==> src/rtl/vga_char_scanner.sv <==
// vga_char_scanner: 640x480@60 VGA raster scanner, 8x8-tile char address generator, 2-stage pixel pipeline.
// Optional macro VGA_SCAN_BORDER_EN: out-of-bounds visible pixels show P_BORDER instead of black.
`default_nettype none

module vga_char_scanner #(
  parameter int          P_H_VISIBLE = 640,
  parameter int          P_H_FRONT   = 16,
  parameter int          P_H_SYNC    = 96,
  parameter int          P_H_BACK    = 48,
  parameter int          P_V_VISIBLE = 480,
  parameter int          P_V_FRONT   = 10,
  parameter int          P_V_SYNC    = 2,
  parameter int          P_V_BACK    = 33,
  parameter int          P_SYNC_POL  = 0,
  parameter logic [11:0] P_FG        = 12'hFFF,
  parameter logic [11:0] P_BG        = 12'h000,
  parameter logic [11:0] P_BORDER    = 12'h00F
) (
  input  logic       clk,
  input  logic       rst,
  output logic [6:0] read_hchar,
  output logic [5:0] read_vchar,
  output logic [2:0] read_hoffset,
  output logic [2:0] read_voffset,
  input  logic       read_lit,
  input  logic       out_of_bounds,
  output logic [3:0] vga_r,
  output logic [3:0] vga_g,
  output logic [3:0] vga_b,
  output logic       vga_hs,
  output logic       vga_vs,
  output logic       frame_start
);

  localparam int H_TOTAL = P_H_VISIBLE + P_H_FRONT + P_H_SYNC + P_H_BACK;
  localparam int V_TOTAL = P_V_VISIBLE + P_V_FRONT + P_V_SYNC + P_V_BACK;

  localparam logic [9:0] H_LAST     = 10'(H_TOTAL - 1);
  localparam logic [9:0] V_LAST     = 10'(V_TOTAL - 1);
  localparam logic [9:0] H_VIS      = 10'(P_H_VISIBLE);
  localparam logic [9:0] V_VIS      = 10'(P_V_VISIBLE);
  localparam logic [9:0] HS_START   = 10'(P_H_VISIBLE + P_H_FRONT);
  localparam logic [9:0] HS_END     = 10'(P_H_VISIBLE + P_H_FRONT + P_H_SYNC);
  localparam logic [9:0] VS_START   = 10'(P_V_VISIBLE + P_V_FRONT);
  localparam logic [9:0] VS_END     = 10'(P_V_VISIBLE + P_V_FRONT + P_V_SYNC);
  localparam logic       SYNC_ACTIVE = (P_SYNC_POL != 0);

`ifdef VGA_SCAN_BORDER_EN
  localparam logic [11:0] OOB_COLOUR = P_BORDER;
`else
  localparam logic [11:0] OOB_COLOUR = 12'h000;
`endif

  logic [9:0]  h_cnt;
  logic [9:0]  v_cnt;
  logic        de0, hs0, vs0, fs0;
  logic        de1, hs1, vs1, fs1;
  logic [11:0] rgb;

  // Stage 0: free-running raster counters
  always_ff @(posedge clk) begin
    if (rst) begin
      h_cnt <= '0;
      v_cnt <= '0;
    end else if (h_cnt == H_LAST) begin
      h_cnt <= '0;
      v_cnt <= (v_cnt == V_LAST) ? 10'd0 : v_cnt + 10'd1;
    end else begin
      h_cnt <= h_cnt + 10'd1;
    end
  end

  always_comb begin
    de0 = (h_cnt < H_VIS) && (v_cnt < V_VIS);
    hs0 = (h_cnt >= HS_START) && (h_cnt < HS_END);
    vs0 = (v_cnt >= VS_START) && (v_cnt < VS_END);
    fs0 = (h_cnt == 10'd0) && (v_cnt == 10'd0);
  end

  // Address is only meaningful in the visible area; blanking reads tile (0,0) offset (0,0).
  always_comb begin
    read_hchar   = '0;
    read_vchar   = '0;
    read_hoffset = '0;
    read_voffset = '0;
    if (de0) begin
      read_hchar   = h_cnt[9:3];
      read_hoffset = h_cnt[2:0];
      read_vchar   = v_cnt[8:3];
      read_voffset = v_cnt[2:0];
    end
  end

  // Stage 1: timing delayed to line up with the buffer's one-cycle response
  always_ff @(posedge clk) begin
    if (rst) begin
      de1 <= 1'b0;
      hs1 <= 1'b0;
      vs1 <= 1'b0;
      fs1 <= 1'b0;
    end else begin
      de1 <= de0;
      hs1 <= hs0;
      vs1 <= vs0;
      fs1 <= fs0;
    end
  end

  // Stage 2: output registers
  always_ff @(posedge clk) begin
    if (rst) begin
      rgb         <= 12'h000;
      vga_hs      <= ~SYNC_ACTIVE;
      vga_vs      <= ~SYNC_ACTIVE;
      frame_start <= 1'b0;
    end else begin
      if (!de1)
        rgb <= 12'h000;
      else if (out_of_bounds)
        rgb <= OOB_COLOUR;
      else if (read_lit)
        rgb <= P_FG;
      else
        rgb <= P_BG;
      vga_hs      <= SYNC_ACTIVE ? hs1 : ~hs1;
      vga_vs      <= SYNC_ACTIVE ? vs1 : ~vs1;
      frame_start <= fs1;
    end
  end

  assign vga_r = rgb[11:8];
  assign vga_g = rgb[7:4];
  assign vga_b = rgb[3:0];

endmodule

`default_nettype wire

==> config.mk <==
export PLATFORM = sky130hd
export DESIGN_NAME = vga_char_scanner
export DESIGN_NICKNAME = d
export VERILOG_FILES = /design/src/rtl/vga_char_scanner.sv
export SDC_FILE = /design/constraint.sdc
export NUM_CORES = 1
export LEC_CHECK = 0
export CAP_MARGIN = 5
export CORE_ASPECT_RATIO = 0.9
export CORE_UTILIZATION = 31
export CTS_CLUSTER_DIAMETER = 80
export DETAILED_ROUTE_END_ITERATION = 12
export PLACE_DENSITY = 0.58
export RECOVER_POWER = 50
export SYNTH_ARGS = -nofsm -noshare
export SYNTH_HDL_FRONTEND = slang
export SYNTH_SLANG_ARGS = --single-unit
==> constraint.sdc <==
create_clock -name clk -period 1.8 [get_ports clk]
set_input_delay 0.45 -clock clk [delete_from_list [all_inputs] [get_ports clk]]
set_output_delay 0.45 -clock clk [all_outputs]
set_load 0.02 [all_outputs]
==> impl_metrics.ini <==
[setup_path]
cp.depth = 6
worst_r2r_path_depth = 5
start_kind = flop
worstPathArrival_ns = 1.50
crit_top_cell = buf_6
path_class = reg2out
crit_path_max_fanout = 8
cp_data_required_time_ns = 1.35
timing.rr.start = h_cnt[7]
critical-path-max-stage-delay_ns = 0.35
slowest_stage = dfxtp_2
crit_chain = and3_4, nand2_2, and3b_2, buf_6, and2_4, buf_6
path_buf_inv = 2
critical_path.top_delay_family = simple AND/OR/NAND/NOR gates
rrSetupSlack_ns = 0.08
reg2reg_to = v_cnt[5]
crit_path_end_kind = output port

[floorplanning]
start_util = 0.333
rows = 23
fp.dieW_microns = 75.9
die_h_microns = 68.5
io_pins = 38
coreArea_sq_um = 4580
dieArea_sq_um = 5200

[outcome]
failed_checks = setup timing
status = finished with violations

[pwr]
cellLeakagePower_nw = 0.900
finalPower_w = 0.00125
vdd_drop_max_mv = 0.282
clkPwrFrac = 0.402
seq_power_share = 0.512
p_comb_frac = 0.087
swShare = 0.215
p_per_area_nw_per_um2 = 577
p_sw_w = 0.000269
internal_power_w = 0.000981

[placed_design]
dp_hpwl_mm = 2.59
dp_slack_ns = -0.273
routabilityCongestion = 0.824
numPortBuffers = 37

[worst_hold_path]
min_path_cells = 1
hold_path_class = reg2reg
whs_endpoint = vga_vs
min_from = vs1

[cells_and_area]
antenna_cells = 0
final_util = 0.474
drive_gt1_frac = 0.382
num-nets-final = 237
fillers = 457
area_growth_pct = 42.4

[global_routing]
first_global_vias = 1123
grt_pass1_wl_mm = 5.46
antenna_found_initial = 0
grt_usage = 0.142
grt_overflow = 0
grt_max_degree = 17

[logic_synthesis]
ys_seq_area_frac = 0.368
synth_seq_cells = 28
synthDistinctLibCells = 33
yosysWarnings = 0
synthesis.nets = 189
syn_avg_cell_area_sq_um = 8.41
syn_inst = 181
syn_area_sq_um = 1520

[timing]
finalMaxSlewViolations = 0
timing.hold.ws_ns = 0.385
clock.fmax_mhz = 514
tightest_slew_ns = 0.518
setup_viol = 25
finalHoldViolCount = 0
clock_skew_ns = 0.00791
fin_crit_ns = 1.95
rsz0062_at_grt = true
tns_ns = -2.75
final.period_utilization = 1.08
max-slew-margin-rel = 0.654
setup_slack_ns = -0.147

[clock_tree]
clk_pin_slew_ns = 0.10
cts_root_buf = clkbuf_8
clk_path_buf_depth = 2
numCtsBuffers = 3
cts_hold_buf = 0
clkLatencyLatePin_ns = 0.28
cts_tree = done
cts_max_level = 1
clock_sinks = 28

[routing]
wirelength_mm = 3.74
drcViolationCount = 0
first_pass_iters = 4
drtAntennaViolNets = 0
drtIter0Drc = 47
vias_per_cell = 4.63
num_vias = 1342
wl_per_cell_microns = 12.9

[flow_run]
drv_cap = 0
==> per-layer routing <==
| layer | track usage | share of wire | vias to the layer above |
|---|---|---|---|
| met4 | 0.0347 | 0.0083 | 0 |
| met2 | 0.222 | 0.45 | 33 |
| met1 | 0.196 | 0.49 | 625 |
| met5 | 0 | 0 | - |
| met3 | 0.0320 | 0.054 | 2 |
| li1 | - | - | 682 |
==> Yosys cell counts <==
library cell  number  share of area
dfxtp_1           28           0.37
and2_1            19          0.078
nor2_1            19          0.047
buf_4             11          0.054
nand3_1           11          0.036
xnor2_1           11          0.063
nor4_1            10          0.041
inv_1              8          0.020
clkbuf_1           7          0.017
nand2_1            7          0.017
buf_2              5          0.016
nor3_1             5          0.016
and3_1             4          0.016
ha_1               4          0.033
a21oi_1            3         0.0099
nand2b_1           3          0.012
o21ai_0            3         0.0099
or3_1              3          0.012
xor2_1             3          0.017
nand4_1            2         0.0082
nand4bb_1          2          0.015
nor2b_1            2         0.0082
and2_2             1         0.0049
and3b_1            1         0.0058
mux2i_1            1         0.0066
nand3b_4           1          0.013
nand4_4            1          0.014
nor4bb_1           1         0.0066
o21ai_4            1          0.011
or2_2              1         0.0041
or3_2              1         0.0049
or4_1              1         0.0049
or4_4              1         0.0074
==> flip-flops by register name, indices dropped and copies added, names as in the netlist <==
name	count
de1	1
frame_start	1
fs1	1
h_cnt	10
hs1	1
rgb	1
v_cnt	10
vga_hs	1
vga_vs	1
vs1	1
==> power groups by stage <==
stage                     clock network, W  registers [W]   logic, W
final                             0.000502       0.000640   0.000108
after global routing              0.000533       0.000642   0.000118
after CTS                         0.000518       0.000639   0.000106
after detailed placement                 0       0.000653   0.000112
after global placement                   0       0.000653   0.000112
after floorplan                          0       0.000656  0.0000627
==> stage by stage <==
stage | area, sq um | instances
finish | 2170 | 290
global route | 2170 | 290
CTS | 2030 | 287
detailed placement | 2040 | 283
global placement | 2040 | 283
floorplan | 1540 | 181
==> how the worst max path moves through the flow <==
stage                      endpoint      from
finish              read_voffset[1]  v_cnt[6]
global route        read_voffset[1]  v_cnt[6]
CTS                   read_hchar[0]  v_cnt[6]
detailed placement    read_hchar[3]  v_cnt[6]
global placement    read_hoffset[0]  v_cnt[6]
floorplan                  v_cnt[7]  h_cnt[0]
==> placed cells by master, fill, tap and decap left out, types with 5 or more instances in the layout <==
cell,n
nand3_1,11
buf_6,22
dfxtp_1,22
nand2_1,6
buf_4,25
clkbuf_1,12
nor3_1,5
nor2_1,19
xnor2_1,11
and2_4,19
clkdlybuf4s50_1,5
dfxtp_2,6
inv_1,8
nor4_1,9
==> logic make-up (layout without fill, tap and decap cells) <==
family / Yosys count / in the layout / synth area share
AND/OR/NAND/NOR: 96 / 96 / 0.374
buffers and inverters: 31 / 78 / 0.108
flip-flops: 28 / 28 / 0.368
XOR/XNOR: 14 / 14 / 0.0805
AO/OA/AOI/OAI: 7 / 7 / 0.0304
adder cells (fa/ha/maj): 4 / 4 / 0.0329
multiplexers: 1 / 1 / 0.00657
==> area by class of cell <==
| class | count | area, sq um | share of cell area |
|---|---|---|---|
| Clock buffer | 3 | 41.3 | 0.0190 |
| Clock inverter | 1 | 30.0 | 0.0138 |
| Inverter | 8 | 30.0 | 0.0138 |
| Multi-Input combinational cell | 122 | 872 | 0.402 |
| Sequential cell | 28 | 568 | 0.262 |
| Tap cell | 62 | 77.6 | 0.0358 |
| Timing Repair Buffer | 66 | 549 | 0.253 |
==> timing repair <==
item / in CTS / in global routing
resized for setup: 80 / 79
gates cloned: 0 / 1
pin swaps: 0 / 11
setup buffers: 0 / 2
setup endpoints to repair: 31 / 39
(Power assumes the default switching activity.)
